## src/rtl/readout_rr_sched.sv

```systemverilog
// Event sequencer for the multi-memory readout merge: round-robin grants among memories with data left.
// Grant to valid latency is 1 cycle; new_event restarts the event at any time and reset overrides it.
module readout_rr_sched #(
  parameter int NMEM         = 12,
  parameter int AW           = 6,
  parameter int SETUP_CYCLES = 2,
  parameter int MAX_CYCLES   = 100
) (
  input  logic                clk,
  input  logic                reset,
  input  logic                new_event,
  input  logic [2:0]          BX,
  input  logic [NMEM*AW-1:0]  number_in,
  output logic [NMEM*AW-1:0]  read_add,
  output logic [3:0]          sel,
  output logic                valid,
  output logic [2:0]          bx_out,
  output logic                done,
  output logic                truncated,
  output logic                busy
);

  typedef enum logic [1:0] {IDLE, SETUP, READ, DONE} state_t;

  state_t        state, state_nxt;
  logic [AW-1:0] cnt  [NMEM];
  logic [AW-1:0] addr [NMEM];
  logic [3:0]    ptr;
  logic [6:0]    cyc;
  logic [1:0]    hold;
  logic [NMEM-1:0] has_dat;
  logic          gnt_vld;
  logic [3:0]    gnt;
  logic [3:0]    ptr_nxt;
  logic [4:0]    idx;
  logic          last_cyc;

  always_comb begin
    for (int i = 0; i < NMEM; i++) has_dat[i] = (addr[i] != cnt[i]);
  end

  assign last_cyc = (cyc == 7'(MAX_CYCLES - 1));

  // First memory with data, scanning upward from ptr with wraparound.
  always_comb begin
    gnt_vld = 1'b0;
    gnt     = '0;
    idx     = '0;
    for (int k = 0; k < NMEM; k++) begin
      idx = {1'b0, ptr} + 5'(k);
      if (idx >= 5'(NMEM)) idx = idx - 5'(NMEM);
      if (!gnt_vld && state == READ && has_dat[idx[3:0]]) begin
        gnt_vld = 1'b1;
        gnt     = idx[3:0];
      end
    end
    ptr_nxt = (gnt == 4'(NMEM - 1)) ? 4'd0 : gnt + 4'd1;
  end

  always_comb begin
    state_nxt = state;
    case (state)
      IDLE:  state_nxt = IDLE;
      SETUP: if (hold == 2'd0) state_nxt = READ;
      READ:  if (!(|has_dat) || last_cyc) state_nxt = DONE;
      DONE:  state_nxt = DONE;
      default: state_nxt = IDLE;
    endcase
    if (new_event) state_nxt = SETUP;
  end

  always_ff @(posedge clk) begin
    if (!reset) begin
      state     <= IDLE;
      ptr       <= '0;
      cyc       <= '0;
      hold      <= '0;
      sel       <= '0;
      valid     <= 1'b0;
      bx_out    <= '0;
      done      <= 1'b1;
      truncated <= 1'b0;
      for (int i = 0; i < NMEM; i++) begin
        cnt[i]  <= '0;
        addr[i] <= '0;
      end
    end else begin
      state <= state_nxt;
      if (new_event) begin
        // Any grant computed this cycle is dropped with the old event.
        for (int i = 0; i < NMEM; i++) begin
          cnt[i]  <= number_in[i*AW +: AW];
          addr[i] <= '0;
        end
        bx_out    <= BX;
        ptr       <= '0;
        cyc       <= '0;
        hold      <= 2'(SETUP_CYCLES - 1);
        truncated <= 1'b0;
        done      <= 1'b0;
        valid     <= 1'b0;
      end else begin
        valid <= gnt_vld;
        if (gnt_vld) begin
          sel        <= gnt;
          addr[gnt]  <= addr[gnt] + 1'b1;
          ptr        <= ptr_nxt;
        end
        if (state == SETUP) hold <= hold - 2'd1;
        if (state == READ) begin
          cyc <= cyc + 7'd1;
          if (state_nxt == DONE) begin
            done      <= 1'b1;
            truncated <= (|has_dat) && last_cyc;
          end
        end
      end
    end
  end

  for (genvar i = 0; i < NMEM; i++) begin : g_ra
    assign read_add[i*AW +: AW] = addr[i];
  end

  assign busy = (state == SETUP) || (state == READ);

endmodule
```

## config.mk

```make
export PLATFORM = sky130hd
export DESIGN_NAME = readout_rr_sched
export DESIGN_NICKNAME = d
export VERILOG_FILES = /design/src/rtl/readout_rr_sched.sv
export SDC_FILE = /design/constraint.sdc
export NUM_CORES = 1
export LEC_CHECK = 0
export BUFFER_PORTS_ARGS = -buffer_cell sky130_fd_sc_hd__buf_2
export CORE_MARGIN = 3
export CORE_UTILIZATION = 50
export DETAILED_ROUTE_END_ITERATION = 10
export MAX_ROUTING_LAYER = met4
export PLACE_DENSITY = 0.74
export SKIP_LAST_GASP = 1
export SYNTH_ARGS = -nofsm -noshare
export SYNTH_HDL_FRONTEND = slang
export SYNTH_SLANG_ARGS = --single-unit
```

## constraint.sdc

```tcl
create_clock -name clk -period 6.6 [get_ports clk]
set_clock_uncertainty 0.15 [all_clocks]
set_input_delay 0.33 -clock clk [delete_from_list [all_inputs] [get_ports clk]]
set_output_delay 0.33 -clock clk [all_outputs]
set_load 0.05 [all_outputs]
```

==> implementation parameters <==
Parameter                              Value

Route
  Total length of routed wires ... approximately 37000 µm
  DRC violation total after the first TritonRoute iteration ... around 1200
  Number of detailed-route iterations in the first pass ... 6
  Wire per inst ... roughly 23 µm
  Vias after detailed routing ... between 10000 and 15000
  DRC errors left ... 0
  DRT antenna net count ... 0
  Average vias per placed instance ... 6.34

Timing
  Total count of hold-check failures in the final report ... 0
  Final worst path period share ... between 90% and 100%
  Setup-violating endpoint count in the final report ... 0
  Final count of pins violating max slew ... 0
  Crit path time final ... between 6 and 7 ns
  Slew margin rel. ... 31.8%
  Min Hold Slack ... ~0.019 ns
  Maximum achievable frequency ... between 150 and 200 MHz
  Least setup slack across all paths after layout ... around 0.33 ns
  Worst Max-Slew Pin Slew ... a little over 1 ns

Worst setup path
  Critical Path Start Type ... flip-flop
  Beginning of the critical path ... ptr[2]
  Worst path required time ... 6.72 ns
  Slack of the worst reg-to-reg path ... roughly 0.33 ns
  Critical Setup Path Class ... flip-flop to flip-flop
  CP Max Fanout ... 18
  Worst path arrival time ... approximately 6.4 ns
  Worst setup EP type ... flip-flop
  FF-to-FF End ... addr[7][5]
  Number of cells on the worst reg-to-reg path ... 25
  Startpoint of the most critical register-to-register path ... ptr[2]

GRT
  First-pass GRT wire length ... ~56000 µm
  Via count of the first global-routing pass ... just under 10000
  Remaining Overflow, GRT ... 0
  Number of antenna violations at the first check in global routing ... 0
  All-layer global routing usage ... between 30% and 40%
  Maximum number of pins on one net before global-route repair ... 78

Clock tree
  Max Buffers Root-to-Sink ... 2
  Cell at the root of the clock tree ... clkbuf_16
  # H-tree levels ... 4
  Num CTS Buffers ... 17
  Clock transition at the registers of the reported paths ... roughly 0.070 ns
  Number of clock sinks seen by CTS ... around 170
  CTS tree ... yes
  Clock network latency to the later pin of the worst-skew pair ... between 0.4 and 0.5 ns

Logic synthesis
  Fraction of synthesized cell area taken by the top area cell type ... around two fifths
  Async set-or-reset flop fraction in the synthesized netlist ... 0%
  Average cell area after synthesis ... approximately 9.9 µm²
  Top post-synthesis cells by count ... edfxtp_1, nor2_1, nand2_1, and3_1, xnor2_1
  Syn Inst Count ... 1132
  Top post-synthesis cells by area ... edfxtp_1, xnor2_1, dfxtp_1
  Number of enable-type register cells in the synthesized netlist ... between 100 and 150
  Sequential element share of the synthesized area ... roughly 43%
  Library cell occupying the most area in the post-synthesis netlist ... edfxtp_1
  Post-Syn Area ... 0.0112 mm²
  Main synth FF type ... edfxtp_1
  Most frequent cell after synthesis ... edfxtp_1
  Post-Synthesis Net Count ... roughly 1200
  Library cells used by synthesis ... 96
  Number of warning messages in the yosys log ... 0
  Flop and latch count out of synthesis ... ~170

Floorplan
  Effective utilization at floorplan ... 51.2%
  Std-Cell Rows ... 54
  Floorplan die width ... 156 µm
  Core Box Area ... about 0.022 mm²
  Overall die area ... between 0.02 and 0.025 mm²
  Die boundary height ... approximately 160 µm
  IO Count ... ~160

Min path
  Start point of the worst min-delay path ... number_in[61]
  Number of instances on the worst hold path ... 2
  Worst Hold Class ... input pin to flip-flop
  End of the worst hold path ... cnt[2][13]

Pwr
  PD cells ... 211 mW/mm²
  Maximum VDD drop ... 0.000184 V
  Switching power share of the total ... about a third
  Net switching component of the power ... about 900 µW
  Power share of the clock group ... 36.7%
  Static power due to leakage ... around 0.0054 µW
  Power share of the combinational group ... 17.9%
  Cell Int Power ... 1910 µW
  Sequential group share of total power ... between 40 and 50%

Layout
  Antenna diode count ... 0
  Layout overhead on the synthesized area ... 18.4%
  Finished Layout Cells ... ~1600
  Final-layout fill cell count ... between 1500 and 2000
  Final net count ... ~1400
  Fraction of layout cells with a size suffix above 1 ... 24.4%
  Share of the core filled with cells in the final layout ... 60.6%

Outcome
  Outcome ... finished, final reports clean

Placement
  GP Congestion ... ~1.0
  DP Cell Count ... 1565
  Post-Place Worst Slack ... about 0.23 ns
  Input/output buffers ... 160
  HPWL after detailed placement ... roughly 28000 µm

Flow run
  Count of max-cap constraint violations ... 0
[worst max-delay path: stages, from the launching register on]
cell and delay [ns]:
dfxtp_2 0.43, clkinvlp_4 0.22, ha_1 0.28, a21oi_1 0.19
xnor2_1 0.18, inv_1 0.11, ha_1 0.20, a221o_1 0.38
and2_1 0.19, a21o_1 0.21, a211oi_1 0.32, nand2_1 0.16
nand3_1 0.13, o211ai_1 0.11, a2111o_1 0.47, a22oi_2 0.29
o21a_4 0.27, inv_4 0.14, buf_4 0.18, mux2_2 0.22
o22ai_1 0.07, nor3_1 0.36, nand2_1 0.15, o21ba_1 0.28
buf_12 0.18, nor3_2 0.20
[cells in the final DEF (no fill, tap or decap), drive strengths merged, types with 14 or more instances in the layout]
| cell type | synthesis | routed |
|---|---|---|
| and3 | 69 | 69 |
| nor2 | 115 | 115 |
| buf | 26 | 219 |
| a211oi | 21 | 21 |
| o21ai | 27 | 27 |
| nor3 | 39 | 39 |
| nand4 | 20 | 20 |
| xnor2 | 59 | 59 |
| mux2i | 14 | 14 |
| xor2 | 31 | 31 |
| dfxtp | 25 | 25 |
| nand2 | 74 | 74 |
| clkbuf | 35 | 17 |
| a21oi | 43 | 43 |
| edfxtp | 144 | 144 |
| and2 | 32 | 32 |
| inv | 37 | 41 |
| nand3 | 53 | 53 |
| o211ai | 17 | 17 |
| ha | 35 | 35 |
[flip-flops by register name, indices dropped and copies added, names as in the netlist]
| name | flops |
|---|---|
| cyc | 7 |
| hold | 2 |
| sel | 4 |
| ptr | 4 |
| state | 2 |
| valid | 1 |
| bx_out | 3 |
| truncated | 1 |
| addr | 72 |
| cnt | 72 |
| done | 1 |
[worst max path at each step]
stage | endpoint | cells after the start
after floorplan | addr[8][4] | 29
after global placement | addr[11][3] | 24
after detailed placement | addr[11][3] | 24
after CTS | addr[9][3] | 24
after global routing | addr[0][4] | 25
final | addr[7][5] | 25
[power groups by stage]
| stage | logic (µW) | registers [µW] | clock network [µW] |
|---|---|---|---|
| 2_1_floorplan | 259 | 1350 | 0 |
| 5_1_grt | 536 | 1280 | 1080 |
| 6_report | 502 | 1270 | 1030 |
| 3_5_place_dp | 488 | 1300 | 0 |
| 3_3_place_gp | 484 | 1290 | 0 |
| 4_1_cts | 492 | 1270 | 1030 |
[kinds of logic (layout without fill, tap and decap cells)]
| group | Yosys count | after routing | synth area share [%] |
|---|---|---|---|
| AND/OR/NAND/NOR | 464 | 464 | 22.1 |
| multiplexers | 28 | 28 | 3.25 |
| XOR/XNOR | 90 | 90 | 7.08 |
| flip-flops | 169 | 169 | 42.9 |
| AO/OA/AOI/OAI | 247 | 247 | 17.0 |
| adder cells (fa/ha/maj) | 35 | 35 | 3.90 |
| buffers and inverters | 99 | 293 | 3.80 |
[layout make-up]
cell class                 instances  area [µm²]  share of cell area [%]
sequential                       169        4830                    36.3
clock inverter                    15         195                    1.47
clock buffer                      17         425                    3.20
timing repair buffer             223        1320                    9.89
multi-input combinational        864        6050                    45.4
tap                              280         350                    2.63
inverter                          38         150                    1.13
[metrics by stage]
| step | TNS [ns] | total power [µW] | area, µm² |
|---|---|---|---|
| after floorplan | 0 | 1610 | 11200 |
| after global placement | 0 | 1780 | 12500 |
| after detailed placement | 0 | 1780 | 12500 |
| after CTS | 0 | 2800 | 13200 |
| after global routing | -0.00555 | 2890 | 13300 |
| final | 0 | 2800 | 13300 |
[routing by layer]
layer,track usage (%),vias up,share of wire (%)
met3,4.52,114,7.6
met5,-,-,0
met1,39.1,4920,39
met4,12.2,0,4.1
met2,50.9,537,49
li1,-,4615,-
[repair_timing]
action	CTS	global route
setup endpoints to repair	0	53
buffers inserted	0	5
hold endpoints to repair	4	0
gates resized for setup	0	15
hold buffers	4	0
Power figures use the tool's default switching activity.
